==> config.mk <==
export PLATFORM = sky130hd
export DESIGN_NAME = ibex_instr_bus_responder
export DESIGN_NICKNAME = d
export VERILOG_FILES = /design/src/rtl/ibex_instr_resp_pkg.sv /design/src/rtl/ibex_instr_resp_fifo.sv /design/src/rtl/ibex_instr_bus_responder.sv
export SDC_FILE = /design/constraint.sdc
export NUM_CORES = 1
export LEC_CHECK = 0
export BUFFER_PORTS_ARGS = -buffer_cell sky130_fd_sc_hd__buf_2
export CAP_MARGIN = 20
export CORE_MARGIN = 2
export CORE_UTILIZATION = 45
export CTS_BUF_LIST = sky130_fd_sc_hd__clkbuf_4
export CTS_CLUSTER_SIZE = 8
export DETAILED_ROUTE_END_ITERATION = 10
export HOLD_SLACK_MARGIN = 0.02
export PLACE_DENSITY = 0.75
export RECOVER_POWER = 50
export SLEW_MARGIN = 20
export SYNTH_ARGS = -nofsm -noshare
export SYNTH_HDL_FRONTEND = slang
export SYNTH_SLANG_ARGS = --single-unit
==> constraint.sdc <==
create_clock -name clk_i -period 5.7 [get_ports clk_i]
set_clock_uncertainty 0.05 [all_clocks]
set_input_delay 0.57 -clock clk_i [delete_from_list [all_inputs] [get_ports clk_i]]
set_output_delay 0.57 -clock clk_i [all_outputs]
set_load 0.01 [all_outputs]
==> src/rtl/ibex_instr_resp_pkg.sv <==
// Shared types and helpers for the instruction-bus responder.
// A response is the read word plus an error flag.
package ibex_instr_resp_pkg;

    typedef struct packed {
        logic [31:0] rdata;
        logic        err;
    } instr_resp_t;

    localparam instr_resp_t RespErr = '{rdata: 32'h0, err: 1'b1};

    // Evaluated in 34 bits so a window ending at 2^32 does not wrap.
    function automatic logic in_range(input logic [31:0] addr,
                                      input logic [31:0] base,
                                      input int unsigned depth);
        logic [33:0] a;
        logic [33:0] lo;
        logic [33:0] hi;
        a  = {2'b00, addr};
        lo = {2'b00, base};
        hi = lo + ({2'b00, 32'(depth)} << 2);
        return (a >= lo) && (a < hi);
    endfunction

endpackage

==> src/rtl/ibex_instr_resp_fifo.sv <==
// Small synchronous FIFO of bus responses, synchronous active-high reset.
// Depth need not be a power of two; pointers wrap explicitly.
module ibex_instr_resp_fifo
    import ibex_instr_resp_pkg::*;
#(
    parameter int unsigned Depth = 2
) (
    input  logic                         clk_i,
    input  logic                         rst_i,
    input  logic                         push_i,
    input  instr_resp_t                  data_i,
    input  logic                         pop_i,
    output instr_resp_t                  data_o,
    output logic                         full_o,
    output logic                         empty_o,
    output logic [$clog2(Depth+1)-1:0]   count_o
);

    localparam int unsigned PtrW = (Depth > 1) ? $clog2(Depth) : 1;
    localparam int unsigned CntW = $clog2(Depth + 1);
    localparam logic [PtrW-1:0] LastPtr = PtrW'(Depth - 1);
    localparam logic [CntW-1:0] FullCnt = CntW'(Depth);

    instr_resp_t     mem [Depth];
    logic [PtrW-1:0] wr_ptr;
    logic [PtrW-1:0] rd_ptr;
    logic [CntW-1:0] count;

    // NOTE: the storage array has no reset; count alone decides which entries are live.
    always_ff @(posedge clk_i) begin
        if (push_i) begin
            mem[wr_ptr] <= data_i;
        end
    end

    // NOTE: state registers use non-blocking assignments so every flop samples pre-edge values.
    always_ff @(posedge clk_i) begin
        if (rst_i) begin
            wr_ptr <= '0;
            rd_ptr <= '0;
            count  <= '0;
        end else begin
            if (push_i) begin
                wr_ptr <= (wr_ptr == LastPtr) ? '0 : wr_ptr + 1'b1;
            end
            if (pop_i) begin
                rd_ptr <= (rd_ptr == LastPtr) ? '0 : rd_ptr + 1'b1;
            end
            case ({push_i, pop_i})
                2'b10:   count <= count + 1'b1;
                2'b01:   count <= count - 1'b1;
                default: count <= count;
            endcase
        end
    end

    assign data_o  = mem[rd_ptr];
    assign full_o  = (count == FullCnt);
    assign empty_o = (count == '0);
    assign count_o = count;

endmodule

==> src/rtl/ibex_instr_bus_responder.sv <==
// Responder for the core instruction-fetch bus in front of a 1-cycle SRAM.
// Throttles grants by outstanding count and buffers responses under stall.
module ibex_instr_bus_responder
    import ibex_instr_resp_pkg::*;
#(
    parameter int unsigned MemDepthWords  = 1024,
    parameter logic [31:0] BaseAddr       = 32'h0000_0000,
    parameter int unsigned MaxOutstanding = 2
) (
    input  logic                             clk_i,
    input  logic                             rst_i,
    input  logic                             instr_req_i,
    input  logic [31:0]                      instr_addr_i,
    output logic                             instr_gnt_o,
    output logic                             instr_rvalid_o,
    output logic [31:0]                      instr_rdata_o,
    output logic                             instr_err_o,
    input  logic                             gnt_stall_i,
    input  logic                             resp_stall_i,
    output logic                             sram_req_o,
    output logic [$clog2(MemDepthWords)-1:0] sram_addr_o,
    input  logic [31:0]                      sram_rdata_i,
    output logic                             busy_o
);

    localparam int unsigned AddrW  = $clog2(MemDepthWords);
    localparam int unsigned CntW   = $clog2(MaxOutstanding + 1);
    localparam int unsigned CntW1  = CntW + 1;
    localparam logic [CntW-1:0] CntMax = CntW'(MaxOutstanding);

    logic [CntW-1:0] out_cnt;
    logic            addr_ok;
    logic [31:0]     addr_offset;
    logic            s1_valid;
    logic            s1_err;
    instr_resp_t     s1_resp;
    instr_resp_t     fifo_head;
    instr_resp_t     resp_out;
    logic            fifo_push;
    logic            fifo_pop;
    logic            fifo_full;
    logic            fifo_empty;
    logic [CntW-1:0] fifo_count;
    logic            bypass;

    // Grant is purely combinational on req; a retiring rvalid frees credit only next cycle.
    assign addr_ok     = in_range(instr_addr_i, BaseAddr, MemDepthWords);
    assign addr_offset = instr_addr_i - BaseAddr;
    assign instr_gnt_o = ~rst_i & instr_req_i & ~gnt_stall_i & (out_cnt < CntMax);
    assign sram_req_o  = instr_gnt_o & addr_ok;
    assign sram_addr_o = AddrW'(addr_offset >> 2);

    always_ff @(posedge clk_i) begin
        if (rst_i) begin
            s1_valid <= 1'b0;
            s1_err   <= 1'b0;
        end else begin
            s1_valid <= instr_gnt_o;
            s1_err   <= instr_gnt_o & ~addr_ok;
        end
    end

    // NOTE: every output of this block gets a default first, so no path can infer a latch.
    always_comb begin
        s1_resp   = '{rdata: sram_rdata_i, err: 1'b0};
        bypass    = 1'b0;
        fifo_push = 1'b0;
        fifo_pop  = 1'b0;
        resp_out  = '0;
        if (s1_err) begin
            s1_resp = RespErr;
        end
        if (!rst_i) begin
            fifo_pop  = ~fifo_empty & ~resp_stall_i;
            bypass    = s1_valid & fifo_empty & ~resp_stall_i;
            fifo_push = s1_valid & ~bypass;
            if (fifo_pop) begin
                resp_out = fifo_head;
            end else if (bypass) begin
                resp_out = s1_resp;
            end
        end
    end

    ibex_instr_resp_fifo #(
        .Depth (MaxOutstanding)
    ) u_resp_fifo (
        .clk_i   (clk_i),
        .rst_i   (rst_i),
        .push_i  (fifo_push),
        .data_i  (s1_resp),
        .pop_i   (fifo_pop),
        .data_o  (fifo_head),
        .full_o  (fifo_full),
        .empty_o (fifo_empty),
        .count_o (fifo_count)
    );

    assign instr_rvalid_o = fifo_pop | bypass;
    assign instr_rdata_o  = resp_out.rdata;
    assign instr_err_o    = resp_out.err;

    always_ff @(posedge clk_i) begin
        if (rst_i) begin
            out_cnt <= '0;
        end else begin
            case ({instr_gnt_o, instr_rvalid_o})
                2'b10:   out_cnt <= out_cnt + 1'b1;
                2'b01:   out_cnt <= out_cnt - 1'b1;
                default: out_cnt <= out_cnt;
            endcase
        end
    end

    assign busy_o = ~rst_i & (out_cnt != '0);

    // The out_cnt bound guarantees the buffer never overflows.
    a_no_overflow: assert property (@(posedge clk_i) disable iff (rst_i)
        !(fifo_push && fifo_full));

    a_rvalid_has_credit: assert property (@(posedge clk_i) disable iff (rst_i)
        instr_rvalid_o |-> (out_cnt != '0));

    a_inflight_bounded: assert property (@(posedge clk_i) disable iff (rst_i)
        ({1'b0, fifo_count} + CntW1'(s1_valid)) <= {1'b0, out_cnt});

endmodule

==> flow_metrics.env <==
export IMPL_finalWirelength_mm=6.71
export IMPL_cts_resized=0
export IMPL_dr_first_iter_drc_count=86
export IMPL_post_dp_hpwl_mm=4.24
export IMPL_fin_util=0.533
export IMPL_min_period_ns=3.26
export IMPL_nNetsFinal=430
export IMPL_cp_required_ns=5.08
export IMPL_drc=0
export IMPL_dpl_cell_count=453
export IMPL_cp_num_cells=5
export IMPL_pwr_share_clk=0.362
export IMPL_max_freq_mhz=307
export IMPL_hold_depth=3
export IMPL_clock_sinks=75
export IMPL_total_power_mw=1.09
export IMPL_power_leakage_nw=1.71
export IMPL_die_w_um=94.6
export IMPL_syn_to_final_growth_pct=16.9
export IMPL_insertion_delay_ns=0.39
export IMPL_fin_setup_tns_ns=0
export IMPL_num_rows=33
export IMPL_grt_pass1_vias=2261
export IMPL_netlist_area_um2=3690
export IMPL_numCtsBuffers=9
export IMPL_pre_cts_slack_ns=2.50
export IMPL_internal_power_mw=0.865
export IMPL_crit_buf_inv=2
export IMPL_core_area_um2=8090
export IMPL_fp_dieArea_um2=8950
export IMPL_path_max_fanout=33
export IMPL_power_density_nw_per_um2=252
export IMPL_clkTransAtPathRegs_ns=0.11
export IMPL_critPathCaptureType="output port"
export IMPL_viasPerCell=5.16
export IMPL_hold_violations=0
export IMPL_holdWs_ns=0.413
export IMPL_htreeDepth=3
export IMPL_track_usage=0.152
export IMPL_worst_slew_pin_slew_ns=1.07
export IMPL_crit_path_top_delay_cell="or3_2"
export IMPL_synth_compound_area_frac=0.151
export IMPL_fin_area_um2=4320
export IMPL_postCtsSetupRepairBufs=0
export IMPL_muxShareOfSynthArea=0.0894
export IMPL_synth_nets=354
export IMPL_routedWlPerCell_um=14.3
export IMPL_syn_mean_instance_area_um2=13.1
export IMPL_fillers=728
export IMPL_die_y_um=94.6
export IMPL_numPortBuffers=93
export IMPL_placed_cell_area_um2=4140
export IMPL_syn_inst=283
export IMPL_synthAdderAreaFrac=0.00678
export IMPL_ys_warn_count=0
export IMPL_vias=2420
export IMPL_ir_drop_uv=124
export IMPL_worst_hold_path_type="in2reg"
export IMPL_yosys_register_bits=75
export IMPL_clk_path_buf_depth=2
export IMPL_finalNonFillerCells=469
export IMPL_maxSlewHeadroom=0.286
export IMPL_rsz0062_at_grt="no"
export IMPL_ios=116
export IMPL_reg2reg_depth=6
export IMPL_antenna_cells=0
export IMPL_postCtsHoldBufs=0
export IMPL_synthXorXnorAreaFrac=0.00949
export IMPL_report_final_setup_viol=0
export IMPL_cap_violations=0
export IMPL_cp_cell_sequence="clkbuf_1, or3b_1, or3_2, o32ai_2, buf_2"
export IMPL_slew_viol_final=0
export IMPL_dr_pass1_iters=4
export IMPL_path_class="in2out"
export IMPL_fin_crit_sh=0.572
export IMPL_arrival_ns=2.64
export IMPL_start_kind="input pin"
export IMPL_ant_nets=0
export IMPL_p_comb_frac=0.077
export IMPL_critPathTopFamily="simple AND/OR/NAND/NOR gates"
export IMPL_p_switching_mw=0.222
export IMPL_antenna_found_initial=0
export IMPL_cts_tree="yes"
export IMPL_seq_power_share=0.562
export IMPL_clockRootBuffer="clkbuf_4"
export IMPL_cpPeakStageDelay_ns=0.85
export IMPL_status="complete, no violations"
export IMPL_synth_top_family_by_area="compound AO/OA/AOI/OAI gates"
export IMPL_drive_above_1_share=0.393
export IMPL_start_util=0.456
export IMPL_grt_max_degree=68
export IMPL_yosys_area_share_simple=0.0718
export IMPL_setup_slack_ns=2.44
export IMPL_switching_share=0.204
export IMPL_yosysUniqueCellTypes=28
export IMPL_ys_seq_area_frac=0.585
export IMPL_grt_pass1_wl_mm=10.3
export IMPL_gp_congestion=0.739
export IMPL_grt_overflow_total=0
==> cell usage in the layout, fill, tap and decap left out, drive strengths merged, types with 3 or more instances in the layout <==
master / count
clkinv: 3
bufinv: 3
o21ai: 4
or3: 6
clkbuf: 12
edfxtp: 66
a21oi: 5
inv: 38
o32ai: 32
nor4: 5
dfxtp: 9
mux2i: 33
buf: 93
nor2: 38
==> registers in the layout (all words and copies together) (netlist names), named ones only <==
name,flops
out_cnt,2
s1_err,1
s1_valid,1
u_resp_fifo.count_o,2
u_resp_fifo.mem,66
u_resp_fifo.rd_ptr,1
u_resp_fifo.wr_ptr,1
==> power groups by stage <==
stage / sequential, mW / clock, mW / combinational [mW]
after global placement: 0.623 / 0 / 0.0809
after detailed placement: 0.624 / 0 / 0.0842
after CTS: 0.611 / 0.405 / 0.0847
after global routing: 0.612 / 0.429 / 0.0928
after floorplan: 0.619 / 0 / 0.0613
final: 0.611 / 0.393 / 0.0832
==> synth_stat cells, drive strengths merged <==
cell	count	area [um2]
a21oi	5	25.0
buf	26	161
clkbuf	4	15.0
dfxtp	9	180
edfxtp	66	1980
ha	2	25.0
inv	38	143
mux2i	33	330
nand2	2	7.51
nand2b	1	6.26
nand3	1	5.00
nor2	38	143
nor3	2	10.0
nor4	5	31.3
o21a	1	7.51
o21ai	4	20.0
o22ai	1	6.26
o32ai	32	498
or2	1	6.26
or3	6	37.5
or3b	1	8.76
or4b	1	10.0
xnor2	2	17.5
xor2	2	17.5
==> worst paths after layout <==
| check | end | from | slack, ns |
|---|---|---|---|
| setup reg to reg | out_cnt[1] | u_resp_fifo.count_o[0] | 3.20 |
| hold reg to reg | u_resp_fifo.wr_ptr | u_resp_fifo.wr_ptr | 0.46 |
| hold / removal | s1_valid | gnt_stall_i | 0.41 |
| setup / recovery | instr_rdata_o[3] | rst_i | 2.44 |
==> metal layers <==
metal	share of wire	global-route usage	up-vias
li1	-	-	1177
met1	0.45	0.188	1155
met2	0.49	0.255	80
met3	0.052	0.0303	8
met4	0.013	0.0725	0
met5	0	0	-
==> worst register-to-register path, delay by kind of cell, from the launching register on <==
kind            cells  cell delay (ns)
compound gates      1             0.13
fa+ha+maj           1             0.37
simple gates        4             1.50
flops               1             0.37
==> final cells by class <==
class	count	area, um2	share of cell area
timing repair buffer	95	478	0.111
multi-input combinational	140	1220	0.283
inverter	38	143	0.0330
clock buffer	10	75.1	0.0174
sequential	75	2160	0.501
clock inverter	6	104	0.0241
tap	105	131	0.0304
==> logic make-up (layout without fill, tap and decap cells) <==
logic type	count (synthesis)	count (layout)
flops	75	75
buf+inv	68	149
simple gates	58	58
compound gates	43	43
mux	33	33
xor+xnor	4	4
fa+ha+maj	2	2
Note: power is estimated with default switching activity, not from simulation.
